[src/rtl/fetch_unit_pkg.sv]
// Shared definitions for the instruction fetch unit.
//   fetch_state_e : request FSM encoding (IDLE, ADDR, DATA)
//   INST_W        : instruction word width
//   PC_INC        : sequential pc step in bytes
//   FIFO_DEPTH    : entries in the fetch buffer
package fetch_unit_pkg;

    typedef enum logic [1:0] {
        IDLE = 2'd0,   // no request in progress
        ADDR = 2'd1,   // address presented, waiting for i_raddr_ready
        DATA = 2'd2    // one read outstanding, waiting for i_rdata_valid
    } fetch_state_e;

    localparam int INST_W     = 32;
    localparam int PC_INC     = 4;
    localparam int FIFO_DEPTH = 2;

endpackage

[src/rtl/fetch_buffer.sv]
// Small FIFO holding fetched {instruction, pc} entries.
//   clk, rst     : clock, asynchronous active-low reset
//   push, push_data : write an entry (accepted when not full, or when popping)
//   pop          : drop the head entry (ignored when empty)
//   flush        : discard all entries; wins over push/pop
//   head_data    : head entry, zero after reset
//   full, empty, count : occupancy status
module fetch_buffer #(
    parameter  int WIDTH = 64,
    parameter  int DEPTH = 2,
    localparam int CNT_W = $clog2(DEPTH + 1)
) (
    input  logic             clk,
    input  logic             rst,
    input  logic             push,
    input  logic [WIDTH-1:0] push_data,
    input  logic             pop,
    input  logic             flush,
    output logic [WIDTH-1:0] head_data,
    output logic             full,
    output logic             empty,
    output logic [CNT_W-1:0] count
);

    localparam int PTR_W = (DEPTH > 1) ? $clog2(DEPTH) : 1;

    logic [WIDTH-1:0] mem_q [DEPTH];
    logic [WIDTH-1:0] mem_d [DEPTH];
    logic [PTR_W-1:0] rd_ptr_q, rd_ptr_d;
    logic [PTR_W-1:0] wr_ptr_q, wr_ptr_d;
    logic [CNT_W-1:0] count_q, count_d;
    logic             do_push, do_pop;

    function automatic logic [PTR_W-1:0] ptr_inc(input logic [PTR_W-1:0] p);
        return (p == PTR_W'(DEPTH - 1)) ? '0 : p + PTR_W'(1);
    endfunction

    assign full      = (count_q == CNT_W'(DEPTH));
    assign empty     = (count_q == '0);
    assign count     = count_q;
    assign head_data = mem_q[rd_ptr_q];

    // When full, push+pop writes the slot being read this cycle; the read
    // is combinational so the outgoing head is delivered before overwrite.
    assign do_pop  = pop && !empty;
    assign do_push = push && (!full || do_pop);

    always_comb begin
        mem_d    = mem_q;
        rd_ptr_d = rd_ptr_q;
        wr_ptr_d = wr_ptr_q;
        count_d  = count_q;
        if (flush) begin
            rd_ptr_d = '0;
            wr_ptr_d = '0;
            count_d  = '0;
        end else begin
            if (do_push) begin
                mem_d[wr_ptr_q] = push_data;
                wr_ptr_d        = ptr_inc(wr_ptr_q);
            end
            if (do_pop) begin
                rd_ptr_d = ptr_inc(rd_ptr_q);
            end
            count_d = count_q + CNT_W'(do_push) - CNT_W'(do_pop);
        end
    end

    always_ff @(posedge clk or negedge rst) begin
        if (!rst) begin
            for (int i = 0; i < DEPTH; i++) mem_q[i] <= '0;
            rd_ptr_q <= '0;
            wr_ptr_q <= '0;
            count_q  <= '0;
        end else begin
            mem_q    <= mem_d;
            rd_ptr_q <= rd_ptr_d;
            wr_ptr_q <= wr_ptr_d;
            count_q  <= count_d;
        end
    end

endmodule

[src/rtl/fetch_unit.sv]
// Instruction fetch unit: issues one read at a time to instruction memory,
// buffers returned words in a 2-entry FIFO and presents them to decode.
// Redirects flush the buffer and restart fetch at the (word-aligned) target;
// a response already in flight is accepted and dropped.
//   clk, rst                         : clock, asynchronous active-low reset
//   i_raddr_valid/ready, i_raddr     : read-address channel (out)
//   i_rdata_valid/ready, i_rdata     : read-data channel (in)
//   redirect_valid, redirect_pc      : branch/jump target pulse
//   inst_valid/ready, inst, inst_pc  : instruction channel to decode
// pc_width must not exceed bus_width.
module fetch_unit
    import fetch_unit_pkg::*;
#(
    parameter int                  bus_width = INST_W,
    parameter int                  pc_width  = 32,
    parameter logic [pc_width-1:0] pc_init   = '0
) (
    input  logic                 clk,
    input  logic                 rst,
    output logic                 i_raddr_valid,
    input  logic                 i_raddr_ready,
    output logic [bus_width-1:0] i_raddr,
    input  logic                 i_rdata_valid,
    output logic                 i_rdata_ready,
    input  logic [bus_width-1:0] i_rdata,
    input  logic                 redirect_valid,
    input  logic [pc_width-1:0]  redirect_pc,
    output logic                 inst_valid,
    input  logic                 inst_ready,
    output logic [bus_width-1:0] inst,
    output logic [pc_width-1:0]  inst_pc
);

    localparam int ENTRY_W = bus_width + pc_width;
    localparam int CNT_W   = $clog2(FIFO_DEPTH + 1);

    fetch_state_e        state_q, state_d;
    logic [pc_width-1:0] pc_q, pc_d;          // address of the next request
    logic [pc_width-1:0] req_pc_q, req_pc_d;  // address of the current request
    logic                discard_q, discard_d;

    logic                addr_hs, data_hs, inst_hs;
    logic                push, issue;
    logic [pc_width-1:0] redirect_aligned, pc_eff;
    logic [CNT_W:0]      occ_next;
    logic [ENTRY_W-1:0]  head;
    logic                fifo_full, fifo_empty;
    logic [CNT_W-1:0]    fifo_count;

    assign addr_hs = i_raddr_valid && i_raddr_ready;
    assign data_hs = i_rdata_valid && i_rdata_ready;
    assign inst_hs = inst_valid && inst_ready;

    assign redirect_aligned = redirect_pc & ~pc_width'(3);
    assign pc_eff           = redirect_valid ? redirect_aligned : pc_q;

    // A word returning alongside a redirect belongs to the old path.
    assign push = data_hs && !discard_q && !redirect_valid;

    // Occupancy once this cycle's push/pop/flush has landed.
    assign occ_next = redirect_valid ? '0
                    : ({1'b0, fifo_count} + (CNT_W+1)'(push) - (CNT_W+1)'(inst_hs));

    always_comb begin
        state_d   = state_q;
        pc_d      = redirect_valid ? redirect_aligned : pc_q;
        req_pc_d  = req_pc_q;
        discard_d = discard_q;
        issue     = 1'b0;

        unique case (state_q)
            IDLE: begin
                if (!fifo_full) begin
                    issue   = 1'b1;
                    state_d = ADDR;
                end
            end
            ADDR: begin
                if (addr_hs) state_d = DATA;
            end
            DATA: begin
                if (data_hs) begin
                    issue   = (occ_next < (CNT_W+1)'(FIFO_DEPTH));
                    state_d = issue ? ADDR : IDLE;
                end
            end
            default: state_d = IDLE;
        endcase

        // The request address is captured when ADDR is entered so it stays
        // frozen until the handshake; pc advances past it at the same time,
        // which is equivalent to stepping pc on the address handshake since
        // only one request is ever open.
        if (issue) begin
            req_pc_d = pc_eff;
            pc_d     = pc_eff + pc_width'(PC_INC);
        end

        if (data_hs) discard_d = 1'b0;
        // Any request already handed to (or being handed to) memory must
        // have its response thrown away, unless it is returning right now.
        if (redirect_valid && ((state_q == ADDR) || (state_q == DATA && !data_hs)))
            discard_d = 1'b1;
    end

    always_ff @(posedge clk or negedge rst) begin
        if (!rst) begin
            state_q   <= IDLE;
            pc_q      <= pc_init;
            req_pc_q  <= '0;
            discard_q <= 1'b0;
        end else begin
            state_q   <= state_d;
            pc_q      <= pc_d;
            req_pc_q  <= req_pc_d;
            discard_q <= discard_d;
        end
    end

    assign i_raddr_valid = (state_q == ADDR);
    assign i_raddr       = (state_q == ADDR) ? bus_width'(req_pc_q) : '0;
    assign i_rdata_ready = (state_q == DATA);

    fetch_buffer #(
        .WIDTH (ENTRY_W),
        .DEPTH (FIFO_DEPTH)
    ) u_buf (
        .clk       (clk),
        .rst       (rst),
        .push      (push),
        .push_data ({i_rdata, req_pc_q}),
        .pop       (inst_hs),
        .flush     (redirect_valid),
        .head_data (head),
        .full      (fifo_full),
        .empty     (fifo_empty),
        .count     (fifo_count)
    );

    assign inst_valid = !fifo_empty;
    assign inst       = head[ENTRY_W-1 -: bus_width];
    assign inst_pc    = head[pc_width-1:0];

endmodule

[config.mk]
export PLATFORM = sky130hd
export DESIGN_NAME = fetch_unit
export DESIGN_NICKNAME = d
export VERILOG_FILES = /design/src/rtl/fetch_unit_pkg.sv /design/src/rtl/fetch_buffer.sv /design/src/rtl/fetch_unit.sv
export SDC_FILE = /design/constraint.sdc
export NUM_CORES = 1
export LEC_CHECK = 0
export BUFFER_PORTS_ARGS = -buffer_cell sky130_fd_sc_hd__buf_4
export CAP_MARGIN = 20
export CORE_ASPECT_RATIO = 0.75
export CORE_UTILIZATION = 35
export DETAILED_ROUTE_END_ITERATION = 8
export GPL_TIMING_DRIVEN = 1
export SLEW_MARGIN = 40
export SYNTH_ARGS = -nofsm -noshare
export SYNTH_HDL_FRONTEND = slang
export SYNTH_HIERARCHICAL = 1
export SYNTH_SLANG_ARGS = --single-unit
[constraint.sdc]
create_clock -name clk -period 3.02 [get_ports clk]
set_input_delay 0 -clock clk [delete_from_list [all_inputs] [get_ports clk]]
set_output_delay 0 -clock clk [all_outputs]
set_load 0.005 [all_outputs]
# After elaboration in Yosys (flattened, before gate mapping)
# Cells that the tools add are included.
# totals
register_bits,199
# op_classes
add_sub_neg,7
order_cmp,4
n_eq_ne,6
muxes,27
n_bitwise,3
reduce_logical,24
# op_table
operator,count
two-way mux 64 bit,4
bitwise mux 128 bit,1
two-way mux 32 bit,3
demux 64 bit (select 1 bit),1
adder 32 x 3 -> 32 bit (second input constant),1
two-way mux 1 bit,11
logical AND 1 bit,10
two-way mux 2 bit,4
case mux 2 bit (3 select lines),1
nonzero test 2 bit,3
zero test 1 bit,5
equality test 2 bit (second input constant),2
>= comparator 2 bit (second input constant),2
zero test 2 bit,2
inequality test 2 x 1 -> 1 bit (second input constant),2
NOT 1 -> 2 bit,2
adder 2 x 1 -> 3 bit,1
< comparator 3 x 2 -> 1 bit (second input constant),1
two-way mux 3 bit,1
AND reduction 3 bit,1
subtractor 3 x 1 -> 3 bit,1
adder 1 bit (second input constant),2
adder 2 x 1 -> 2 bit,1
equality test 2 x 1 -> 1 bit (second input constant),1
7 further kinds,8

# Longest topological paths before layout
# depth
ltp_word,11
mapped_depth,13
mapped_depth_nobuf,11

# By module
# Netlist, hierarchy kept.
# modules_own_cells
mod,n_inst,cells_each,area_each_um2
fetch_buffer,1,365,5979.5
fetch_unit,1,377,3638.5

# Worst setup path before layout
# Ideal clock, no wire load.
# synth_path
kind,input to register
startpoint,input redirect_valid
endpoint,register pc_q[27]
setup_ns,0.140
arrival_ns,3.000
required_time_ns,2.880
setup_slack_ns,-0.120
stages,11
path_buffers,3
path_cell_list,buf_2 -> buf_2 -> buf_2 -> nor4_1 -> nor2b_1 -> fa_1 -> or3_4 -> a2111oi_4 -> nand4_1 -> xor2_1 -> mux2i_1
# synth_between
elab_chain_cells,9
elab_cells_between_ends,11
cone_classes,add/sub: 3; order compare: 1; mux: 5; reduce/logical: 2
# synth_lines
item,line,text
"start, declared",fetch_unit.sv:26,"input logic redirect_valid,"
zero test 1 bit,fetch_unit.sv:58,assign push = data_hs && !discard_q && !redirect_valid;
logical AND 1 bit,fetch_unit.sv:58,
via push,fetch_unit.sv:43,"logic push, issue;"
adder 2 x 1 -> 3 bit,fetch_unit.sv:62,": ({1'b0, fifo_count} + (CNT_W+1)'(push) - (CNT_W+1)'(inst_hs));"
subtractor 3 x 1 -> 3 bit,fetch_unit.sv:62,
two-way mux 3 bit,fetch_unit.sv:61,assign occ_next = redirect_valid ? '0
< comparator 3 x 2 -> 1 bit,fetch_unit.sv:83,issue = (occ_next < (CNT_W+1)'(FIFO_DEPTH));
two-way mux 1 bit,fetch_unit.sv:82,if (data_hs) begin
case mux 1 bit (2 select lines),fetch_unit.sv:71,unique case (state_q)
two-way mux 32 bit,fetch_unit.sv:94,if (issue) begin
via pc_d[27],fetch_unit.sv:38,"logic [pc_width-1:0] pc_q, pc_d;"
"end signal, assigned",fetch_unit.sv:109,pc_q <= pc_init;
"end signal, assigned",fetch_unit.sv:114,pc_q <= pc_d;
"end, declared",fetch_unit.sv:38,
# The timed path passes the listed nets, and every way through them passes these cells.
# A chain may end at the register's enable or synchronous reset.

# Worst setup path after layout
# layout_path
startpoint,register u_buf.count_q[1] (netlist: u_buf/count[1])
endpoint,register pc_q[27]
# layout_between
elab_chain_cells,9
elab_cells_between_ends,12
cone_classes,add/sub: 2; order compare: 1; eq/ne: 1; mux: 5; reduce/logical: 3
# layout_lines
item,line,text
"start, declared",fetch_buffer.sv:31,"logic [CNT_W-1:0] count_q, count_d;"
"start signal, assigned",fetch_buffer.sv:79,count_q <= count_d;
zero test 2 bit,fetch_buffer.sv:39,assign empty = (count_q == '0);
via fifo_empty,fetch_unit.sv:47,"logic fifo_full, fifo_empty;"
zero test 1 bit,fetch_unit.sv:140,assign inst_valid = !fifo_empty;
logical AND 1 bit,fetch_unit.sv:52,assign inst_hs = inst_valid && inst_ready;
via inst_hs,fetch_unit.sv:42,"logic addr_hs, data_hs, inst_hs;"
subtractor 3 x 1 -> 3 bit,fetch_unit.sv:62,
two-way mux 3 bit,fetch_unit.sv:61,
< comparator 3 x 2 -> 1 bit,fetch_unit.sv:83,
two-way mux 1 bit,fetch_unit.sv:82,
case mux 1 bit (2 select lines),fetch_unit.sv:71,
two-way mux 32 bit,fetch_unit.sv:94,
via pc_d[27],fetch_unit.sv:38,
# The timed path passes the listed nets, and every way through them passes these cells.

==> results.md <==
* Status: finished, violations left
* Failing checks: DRC
* Clock Latency Late Sink at 0.44 ns
* Leakage at 6.043 nW
* Mean post-synth cell area at 12.96 um^2
* Sequential area share after synthesis at 51.78%
* Post-route minimum period at 2.911 ns
* CTS max path bufs at 2
* CP Data Arrival Time at 3.23 ns
* I/O Pins at 169
* Total chip power at 8.953 mW
* CTS tree: yes
* Area grow syn2layout at 30.95%
* Max-slew headroom at 46.48%
* DRT Wirelength at 22450 um
* Post-route ant nets at 0
* Worst-path maximum fanout at 4
* Type of origin of the critical path: flop
* Mapped Area at 0.009618 mm^2
* Setup CP Type: reg -> reg
* Vias post-DR at 6359
* Tcrit/Tclk final at 96.39%
* First drt pass iteration count at 8
* CP required at 3.33 ns
* Dpl ws at 0.08804 ns
* HP Class: in -> reg
* Fraction of layout cells with a size suffix above 1 at 43.65%
* Clock Pin Slew Worst Setup and Hold Paths at 0.08 ns
* Clock H-tree levels at 4
* Max Clock Skew at 0.01002 ns
* Fin. max-slew vios at 0
* Area contributors post-synth: dfrtp_1, mux2_2, mux2_4
* Post-synth EDFFs at 0
* Register bit total from synthesis at 199
* NumNets Final at 1054
* Synth Flop Type: dfrtp_1
* Core area at 0.02700 mm^2
* RSZ-0062 raised after global routing: yes
* CTS Sinks at 199
* Gr ovfl total at 0
* Row count at 52
* Worst vdd ir at 0.0003891 V
* Synthesized net count at 817
* Hold Slack at 0.1379 ns
* Area share of the largest cell type after synthesis at 51.78%
* WL/cell at 16.72 um
* Post-DP HPWL at 14840 um
* Final instance area at 0.01259 mm^2
* Fraction of registers with async set/reset at 100.0%
* Setup crit end kind: flop
* Die H at 145.6 um
* Placer Congestion at 0.7847
* Fin. Hold Viols at 0
* Initial Util at 35.62%
* Final core utilization at 46.64%
* Placed instance area at 0.01133 mm^2
* Setup Viol. Count Final at 0
* Warnings from Yosys at 6
* Fmax at 343.5 MHz
* Syn Inst Count at 742
* Synth area leader: dfrtp_1
* CTS buffer count at 17
* First-pass GRT wire length at 36930 um
* Final setup margin at 0.1089 ns
* DRC Markers at 14
* N_diodes at 0
* Via-per-instance ratio at 4.735
* Iter 0 DRT Violations at 273
* Worst Tran Pin Value at 0.7805 ns
* Power Density at 710.8 mW/mm^2
* IO buf count at 166
* Clk root buf: clkbuf_16
* Vias in the first global route at 6605
* Full die area at 0.02815 mm^2
* Maximum capacitance violations at 0
* Initial antenna violation count at 0
* Largest net degree at the start of global routing at 92
* Post-synth cell types at 53
* Chip width at 193.4 um
* Total GRT Usage at 16.62%
## synthesized netlist by cell type (2+ instances only)
cell type and count:
nand2_2 2, nand2b_1 2, o21a_1 3, buf_4 6, nor2b_1 11, xnor2_1 19, xor2_1 17, and2_1 34
mux2_2 130, buf_2 9, a32oi_1 2, inv_1 11, and4b_1 3, mux2_4 60, a21o_1 2, o22ai_1 3
mux2i_1 30, and4_1 2, o21ai_0 34, nand2_1 50, mux2_1 4, and3_1 3, nand4_1 4, nor2_1 18
buf_6 7, nor3_1 8, a21oi_1 8, nor3_2 2, dfrtp_1 199, nand3_1 13, nor4_1 3, a31oi_1 3
ha_1 4, clkbuf_1 17
## cells by family after synthesis
kind of cell	synth area share, %
adders and majority gates	0.7285
AOI/OAI and AO/OA	4.293
xor gates and xnor gates	3.278
and+or+nand+nor	8.859
muxes	28.18
DFF	51.78
buffers and inverters	2.888
## critical path: stages (launching register included)
cell and delay (ns):
dfrtp_1 0.39, nor2_2 0.14, nor2b_2 0.06, ha_1 0.28, nor2b_1 0.14, fa_1 0.45, or3_4 0.43, a2111oi_4 0.33
buf_4 0.20, nand4_1 0.12, xor2_1 0.16, mux2i_1 0.08
## power breakdown
group / switching [mW] / total (mW) / internal, mW
Clock: 1.13 / 2.31 / 1.18
Combinational: 1.21 / 2.88 / 1.68
Sequential: 0.447 / 3.76 / 3.32
## flip-flops by register name (all words and copies together), names as in the netlist
register and count:
u_buf/mem_q 128, pc_q 32, req_pc_q 32, state_q 2, u_buf/count 2, discard_q 1
u_buf/rd_ptr_q 1, u_buf/wr_ptr_q 1
## layout by cell type (no fill, tap or decap), types with 3 or more instances in the layout
cell / instances
a31oi_1: 3
nand2_1: 50
o21a_1: 3
clkbuf_16: 17
buf_4: 190
and3_1: 3
xnor2_1: 19
xor2_1: 17
nand4_1: 4
nor3_1: 8
dfrtp_1: 198
nor2_1: 16
mux2_2: 130
o22ai_1: 3
nor4_2: 3
o21ai_0: 34
dlygate4sd3_1: 65
ha_1: 4
a21oi_1: 8
inv_1: 11
mux2_1: 4
nor2b_1: 10
mux2i_1: 30
nand3_1: 11
inv_6: 8
and2_1: 34
inv_8: 3
mux2_4: 60
## layout make-up
type	instances	area, um^2
fill	2446	14410
sequential	199	4984
multi-input combinational	492	4419
timing repair buffer	258	2132
tap	351	439.2
clock buffer	17	425.4
clock inverter	15	153.9
inverter	11	41.29
## metrics by stage
stage                     setup TNS, ns  std cells
after floorplan                       0        742
after global placement                0       1244
after detailed placement              0       1244
after CTS                             0       1341
after global routing           -0.08263       1343
final                                 0       1343
## what timing repair did
action                                  in CTS  in global routing
gates resized for setup                      0                  5
buffers inserted                             0                  2
endpoints found under the hold margin      212                  0
hold buffers                                65                  0
endpoints found under the setup margin       0                  9
## path summary, 6_finish.rpt
kind	start	end	slack, ns	depth (start not counted)
hold reg to reg	u_buf/mem_q[0]$_DFFE_PN0P_	u_buf/mem_q[0]$_DFFE_PN0P_	0.49	1
hold / removal	redirect_valid	u_buf/wr_ptr_q$_DFFE_PN0P_	0.14	5
setup reg to reg	u_buf/count[1]$_DFF_PN0_	pc_q[27]$_DFF_PN0_	0.11	11
setup / recovery	u_buf/count[1]$_DFF_PN0_	pc_q[27]$_DFF_PN0_	0.11	11
max in group asynchronous	rst	pc_q[28]$_DFF_PN0_	1.83	3
min in group asynchronous	rst	u_buf/mem_q[62]$_DFFE_PN0P_	0.17	2
## layer usage
metal | track usage [%] | wire [um] | vias to the layer above
met5 | 0 | 0 | -
met4 | 3.840 | 158 | 0
met3 | 4.287 | 1062 | 14
met2 | 23.88 | 9716 | 125
met1 | 24.85 | 11510 | 3146
li1 | - | - | 3074
No activity file was read; power rests on OpenSTA's default activity.
